`src/rtl/mmu_pkg.sv`:
```
// Shared types and AXI encodings for the MMU read-path arbiter.
package mmu_pkg;

    typedef enum logic [1:0] {
        IDLE = 2'd0,
        ADDR = 2'd1,
        DATA = 2'd2
    } state_t;

    localparam logic [1:0] AXI_BURST_FIXED = 2'b00;
    localparam logic [1:0] AXI_BURST_INCR  = 2'b01;
    localparam logic [2:0] AXI_SIZE_WORD   = 3'b010;

endpackage

```
`src/rtl/mmu_rr_arbiter.sv`:
```
// Combinational request arbiter: round-robin from a pointer, or fixed
// priority with port 0 highest. The pointer register lives in the parent.
module mmu_rr_arbiter #(
    parameter int NPORT   = 2,
    parameter int RR_MODE = 1,
    parameter int IW      = (NPORT > 1) ? $clog2(NPORT) : 1
) (
    input  logic [NPORT-1:0] req,
    input  logic [IW-1:0]    ptr,
    output logic [NPORT-1:0] grant,
    output logic [IW-1:0]    grant_idx,
    output logic             any
);

    logic          found;
    logic [IW:0]   sum;
    logic [IW-1:0] cand;

    // Walk the ports starting at the pointer (or at 0) and take the first requester
    always_comb begin
        grant     = '0;
        grant_idx = '0;
        found     = 1'b0;
        sum       = '0;
        cand      = '0;
        for (int i = 0; i < NPORT; i++) begin
            if (RR_MODE != 0) begin
                sum = {1'b0, ptr} + (IW+1)'(i);
                if (sum >= (IW+1)'(NPORT)) begin
                    sum = sum - (IW+1)'(NPORT);
                end
                cand = sum[IW-1:0];
            end else begin
                cand = IW'(i);
            end
            if (!found && req[cand]) begin
                found       = 1'b1;
                grant[cand] = 1'b1;
                grant_idx   = cand;
            end
        end
    end

    assign any = |req;

endmodule

```
`src/rtl/mmu_axi_read_arb.sv`:
```
// Arbitrates NPORT read requesters onto one AXI read port, one transaction
// in flight, and steers returning beats back to the granted requester.
module mmu_axi_read_arb
    import mmu_pkg::*;
#(
    parameter int NPORT     = 2,
    parameter int BURST_LEN = 16,
    parameter int RR_MODE   = 1
) (
    input  logic                 clk,
    input  logic                 rst,
    input  logic [NPORT-1:0]     req_valid,
    input  logic [32*NPORT-1:0]  req_addr,
    input  logic [NPORT-1:0]     req_single,
    output logic [NPORT-1:0]     req_ready,
    output logic [31:0]          resp_data,
    output logic [NPORT-1:0]     resp_valid,
    output logic [NPORT-1:0]     resp_last,
    output logic [NPORT-1:0]     resp_err,
    output logic [3:0]           arid,
    output logic [31:0]          araddr,
    output logic [7:0]           arlen,
    output logic [2:0]           arsize,
    output logic [1:0]           arburst,
    output logic                 arvalid,
    input  logic                 arready,
    input  logic [3:0]           rid,
    input  logic [31:0]          rdata,
    input  logic [1:0]           rresp,
    input  logic                 rlast,
    input  logic                 rvalid,
    output logic                 rready
);

    localparam int IW = (NPORT > 1) ? $clog2(NPORT) : 1;

    state_t          state;
    logic [IW-1:0]   ptr;
    logic [IW-1:0]   grant_q;
    logic [31:0]     addr_q;
    logic [7:0]      len_q;
    logic [1:0]      burst_q;
    logic            arvalid_q;

    logic [NPORT-1:0] arb_grant;
    logic [IW-1:0]    win_idx;
    logic             arb_any;
    logic [31:0]      sel_addr;
    logic             sel_single;
    logic             beat_hit;

    mmu_rr_arbiter #(
        .NPORT   (NPORT),
        .RR_MODE (RR_MODE),
        .IW      (IW)
    ) u_arb (
        .req       (req_valid),
        .ptr       (ptr),
        .grant     (arb_grant),
        .grant_idx (win_idx),
        .any       (arb_any)
    );

    // Pick the winner's address and mode by OR-ing through the one-hot grant
    always_comb begin
        sel_addr   = '0;
        sel_single = 1'b0;
        for (int k = 0; k < NPORT; k++) begin
            if (arb_grant[k]) begin
                sel_addr   = sel_addr | req_addr[32*k +: 32];
                sel_single = sel_single | req_single[k];
            end
        end
    end

    assign beat_hit = (state == DATA) && rvalid && (rid == 4'(grant_q));

    // Transaction FSM: latch winner, present address, wait for the last matching beat
    always_ff @(posedge clk or posedge rst) begin
        if (rst) begin
            state     <= IDLE;
            ptr       <= '0;
            grant_q   <= '0;
            addr_q    <= '0;
            len_q     <= '0;
            burst_q   <= '0;
            arvalid_q <= 1'b0;
        end else begin
            case (state)
                IDLE: begin
                    if (arb_any) begin
                        grant_q   <= win_idx;
                        addr_q    <= sel_addr;
                        arvalid_q <= 1'b1;
                        state     <= ADDR;
                        if (sel_single) begin
                            len_q   <= 8'd0;
                            burst_q <= AXI_BURST_FIXED;
                        end else begin
                            len_q   <= 8'(BURST_LEN - 1);
                            burst_q <= AXI_BURST_INCR;
                        end
                    end
                end
                ADDR: begin
                    if (arready) begin
                        arvalid_q <= 1'b0;
                        state     <= DATA;
                    end
                end
                DATA: begin
                    if (beat_hit && rlast) begin
                        state <= IDLE;
                        ptr   <= (grant_q == IW'(NPORT - 1)) ? '0 : grant_q + 1'b1;
                    end
                end
                default: state <= IDLE;
            endcase
        end
    end

    // Steer the acceptance pulse and matching read beats to the granted port only
    always_comb begin
        req_ready  = '0;
        resp_valid = '0;
        resp_last  = '0;
        resp_err   = '0;
        resp_data  = '0;
        if (arvalid_q && arready) begin
            req_ready[grant_q] = 1'b1;
        end
        if (beat_hit) begin
            resp_valid[grant_q] = 1'b1;
            resp_data           = rdata;
            resp_last[grant_q]  = rlast;
            resp_err[grant_q]   = (rresp != 2'b00);
        end
    end

    assign arid    = 4'(grant_q);
    assign araddr  = addr_q;
    assign arlen   = len_q;
    assign arsize  = AXI_SIZE_WORD;
    assign arburst = burst_q;
    assign arvalid = arvalid_q;
    assign rready  = 1'b1;

endmodule

```
`config.mk`:
```
export PLATFORM = sky130hd
export DESIGN_NAME = mmu_axi_read_arb
export DESIGN_NICKNAME = d
export VERILOG_FILES = /design/src/rtl/mmu_pkg.sv /design/src/rtl/mmu_rr_arbiter.sv /design/src/rtl/mmu_axi_read_arb.sv
export SDC_FILE = /design/constraint.sdc
export NUM_CORES = 1
export LEC_CHECK = 0
export ABC_AREA = 1
export CAP_MARGIN = 20
export CORE_ASPECT_RATIO = 1.75
export CORE_UTILIZATION = 28
export CTS_CLUSTER_SIZE = 16
export DETAILED_ROUTE_END_ITERATION = 6
export PLACE_DENSITY = 0.81
export SKIP_CTS_REPAIR_TIMING = 1
export SLEW_MARGIN = 20
export SYNTH_ARGS = -nofsm -noshare
export SYNTH_HDL_FRONTEND = slang
export SYNTH_SLANG_ARGS = --single-unit
```
`constraint.sdc`:
```
create_clock -name clk -period 1.2 [get_ports clk]
set_input_delay 0.3 -clock clk [delete_from_list [all_inputs] [get_ports clk]]
set_output_delay 0.3 -clock clk [all_outputs]
set_load 0.1 [all_outputs]
```
==> results.json <==
{
  "die_y_um": 121,
  "crit_arrival_ps": 1670,
  "tritoncts": "yes",
  "layout_common_cells": "clkdlybuf4s50_1, nand2_1, buf_12, nor2_4, inv_1",
  "ys.flop_type": "dfrtp_1",
  "final.fill_count": 468,
  "ys_ff_latch": 38,
  "io_pins": 202,
  "ys_types": 19,
  "dr.pass1.iters": 6,
  "async_flop_share_pct": 100,
  "ff2ff_path_depth": 8,
  "numCtsBuffers": 5,
  "grt-ovfl-total": 0,
  "period_share_pct": 164,
  "met1_length_mm": 3.04,
  "numClockSinks": 38,
  "dp_cells": 605,
  "required_ps": 900,
  "wl_per_cell_um": 15.4,
  "ctsHtreeMaxLevel": 2,
  "utilization_pct": 75.3,
  "synth.avg_cell_area_sq_um": 7.14,
  "drc": 0,
  "drtIter0Drc": 100,
  "end_kind": "output port",
  "coreArea_sq_um": 7860,
  "drv_slew": 0,
  "p_per_area_nw_per_um2": 2380,
  "wl_met2_mm": 5.72,
  "layout-drive-gt1-share_pct": 39.4,
  "clock-skew-final_ps": 3.34,
  "drt_wl_total_mm": 9.62,
  "grt_start_max_net_pins": 33,
  "status": "complete, but fails checks",
  "timing.hold.ws_ps": 248,
  "topRoutingLayerUsed": "met4",
  "syn_area_sq_um": 2260,
  "rsz0062_at_grt": "yes",
  "final_common_cell": "clkdlybuf4s50_1",
  "p_leak_nw": 2.72,
  "yosysSeqAreaShare_pct": 42.0,
  "track_usage_pct": 20.8,
  "fin_setup_tns_ps": -41370,
  "dieWidth_um": 70.0,
  "fmax_ghz": 0.509,
  "synth_cells": 317,
  "setup_viol": 85,
  "yosys_warnings": 0,
  "grt_pass1_wl_mm": 13.8,
  "rr_endpoint": "araddr[27]",
  "clock_path_buffers": 2,
  "hold_viol_final": 0,
  "nNetsFinal": 645,
  "initial_utilization_pct": 28.8,
  "io_buffer_count": 189,
  "root_buffer": "clkbuf_16",
  "dieArea_sq_um": 8470,
  "fin_crit_ps": 1970,
  "antenna_left": 0,
  "place_area_sq_um": 5430,
  "min_path_type": "in2async",
  "clkTransAtPathRegs_ps": 60,
  "clock_latency_ps": 280,
  "seq_area_sq_um": 960,
  "grt_pass1_vias": 2865,
  "area_growth_pct": 161,
  "rows": 43,
  "violations": "negative setup slack",
  "timing.rr.start": "state[0]",
  "final_cells": 626,
  "drv_cap": 0,
  "dp_slack_ps": -810,
  "design_area_sq_um": 5920,
  "wl_met3_um": 603,
  "critPathKind": "reg2out",
  "routabilityCongestion": 0.731,
  "cp_max_fo": 7,
  "p_total_mw": 14.1,
  "routed-via-count": 2871,
  "vias_per_cell": 4.59,
  "rrSetupSlack_ps": -380,
  "antenna_found_initial": 1,
  "synth_edf_count": 0,
  "setup_slack_ps": -766,
  "dp_hpwl_mm": 7.46,
  "multi_input_area_sq_um": 1330,
  "ir_drop_mv": 1.89,
  "start_kind": "flip-flop"
}
## final cells by class
cell class / count / area share, %
inverters: 46 / 3.19
well taps: 90 / 1.90
clock buffers: 7 / 2.41
clock inverters: 1 / 0.0846
diodes: 1 / 0.0423
repair buffers: 230 / 53.6
flip-flops and latches: 38 / 16.2
multi-input cells: 213 / 22.5
## how the worst max path moves through the flow
stage / endpoint / from / slack [ps] / cells past startpoint
floorplan: resp_data[10] / grant_q / -680 / 7
global placement: resp_data[9] / rid[0] / -770 / 9
detailed placement: resp_data[26] / rid[0] / -810 / 9
CTS: resp_data[26] / rid[0] / -820 / 9
global route: resp_data[19] / grant_q / -820 / 8
finish: resp_data[26] / grant_q / -770 / 8
## worst max-delay path, stage by stage (launching register included)
cell,delay (ps)
dfrtp_2,400
inv_4,40
nand2_2,60
nand3_2,90
nor2_4,150
clkinv_4,130
buf_12,180
nor2_4,130
buf_12,180
## registers in the layout (all words and copies together), names as in the netlist
name and flops:
ptr 1, grant_q 1, state 2, araddr 32, arvalid 1, arlen 1
## kinds of logic after synthesis
| kind of cell | after synthesis | synth area share, % |
|---|---|---|
| flip-flops | 38 | 42.0 |
| buffers and inverters | 76 | 17.4 |
| other | 2 | 0.332 |
| AND/OR/NAND/NOR | 197 | 39.2 |
| AO/OA/AOI/OAI | 4 | 1.10 |
## routing by layer
layer | GRT usage [%] | vias to the layer above
met2 | 42.8 | 157
met1 | 19.4 | 1344
met4 | 7.12 | 0
met3 | 4.40 | 20
li1 | - | 1350
met5 | 0 | -
## cell usage after synthesis, types with 2 or more instances
master     n  area [sq um]
nand2_1  111           417
nor2_4     2          22.5
buf_4     21           158
inv_2      2          7.51
inv_1     44           165
conb_1     2          7.51
nand3_1   36           180
nor2_2    30           188
nor3_1     3          15.0
buf_2      6          30.0
buf_6      3          33.8
dfrtp_1   38           951
nor2_1    13          48.8
## report_power, final
part / switching, mW / leakage (nW) / internal, mW / total [mW]
clock network: 0.488 / 0.0739 / 0.823 / 1.31
registers: 0.696 / 0.478 / 1.86 / 2.56
logic: 6.41 / 2.16 / 3.77 / 10.2
total: 7.60 / 2.72 / 6.46 / 14.1
(Power assumes the default switching activity.)
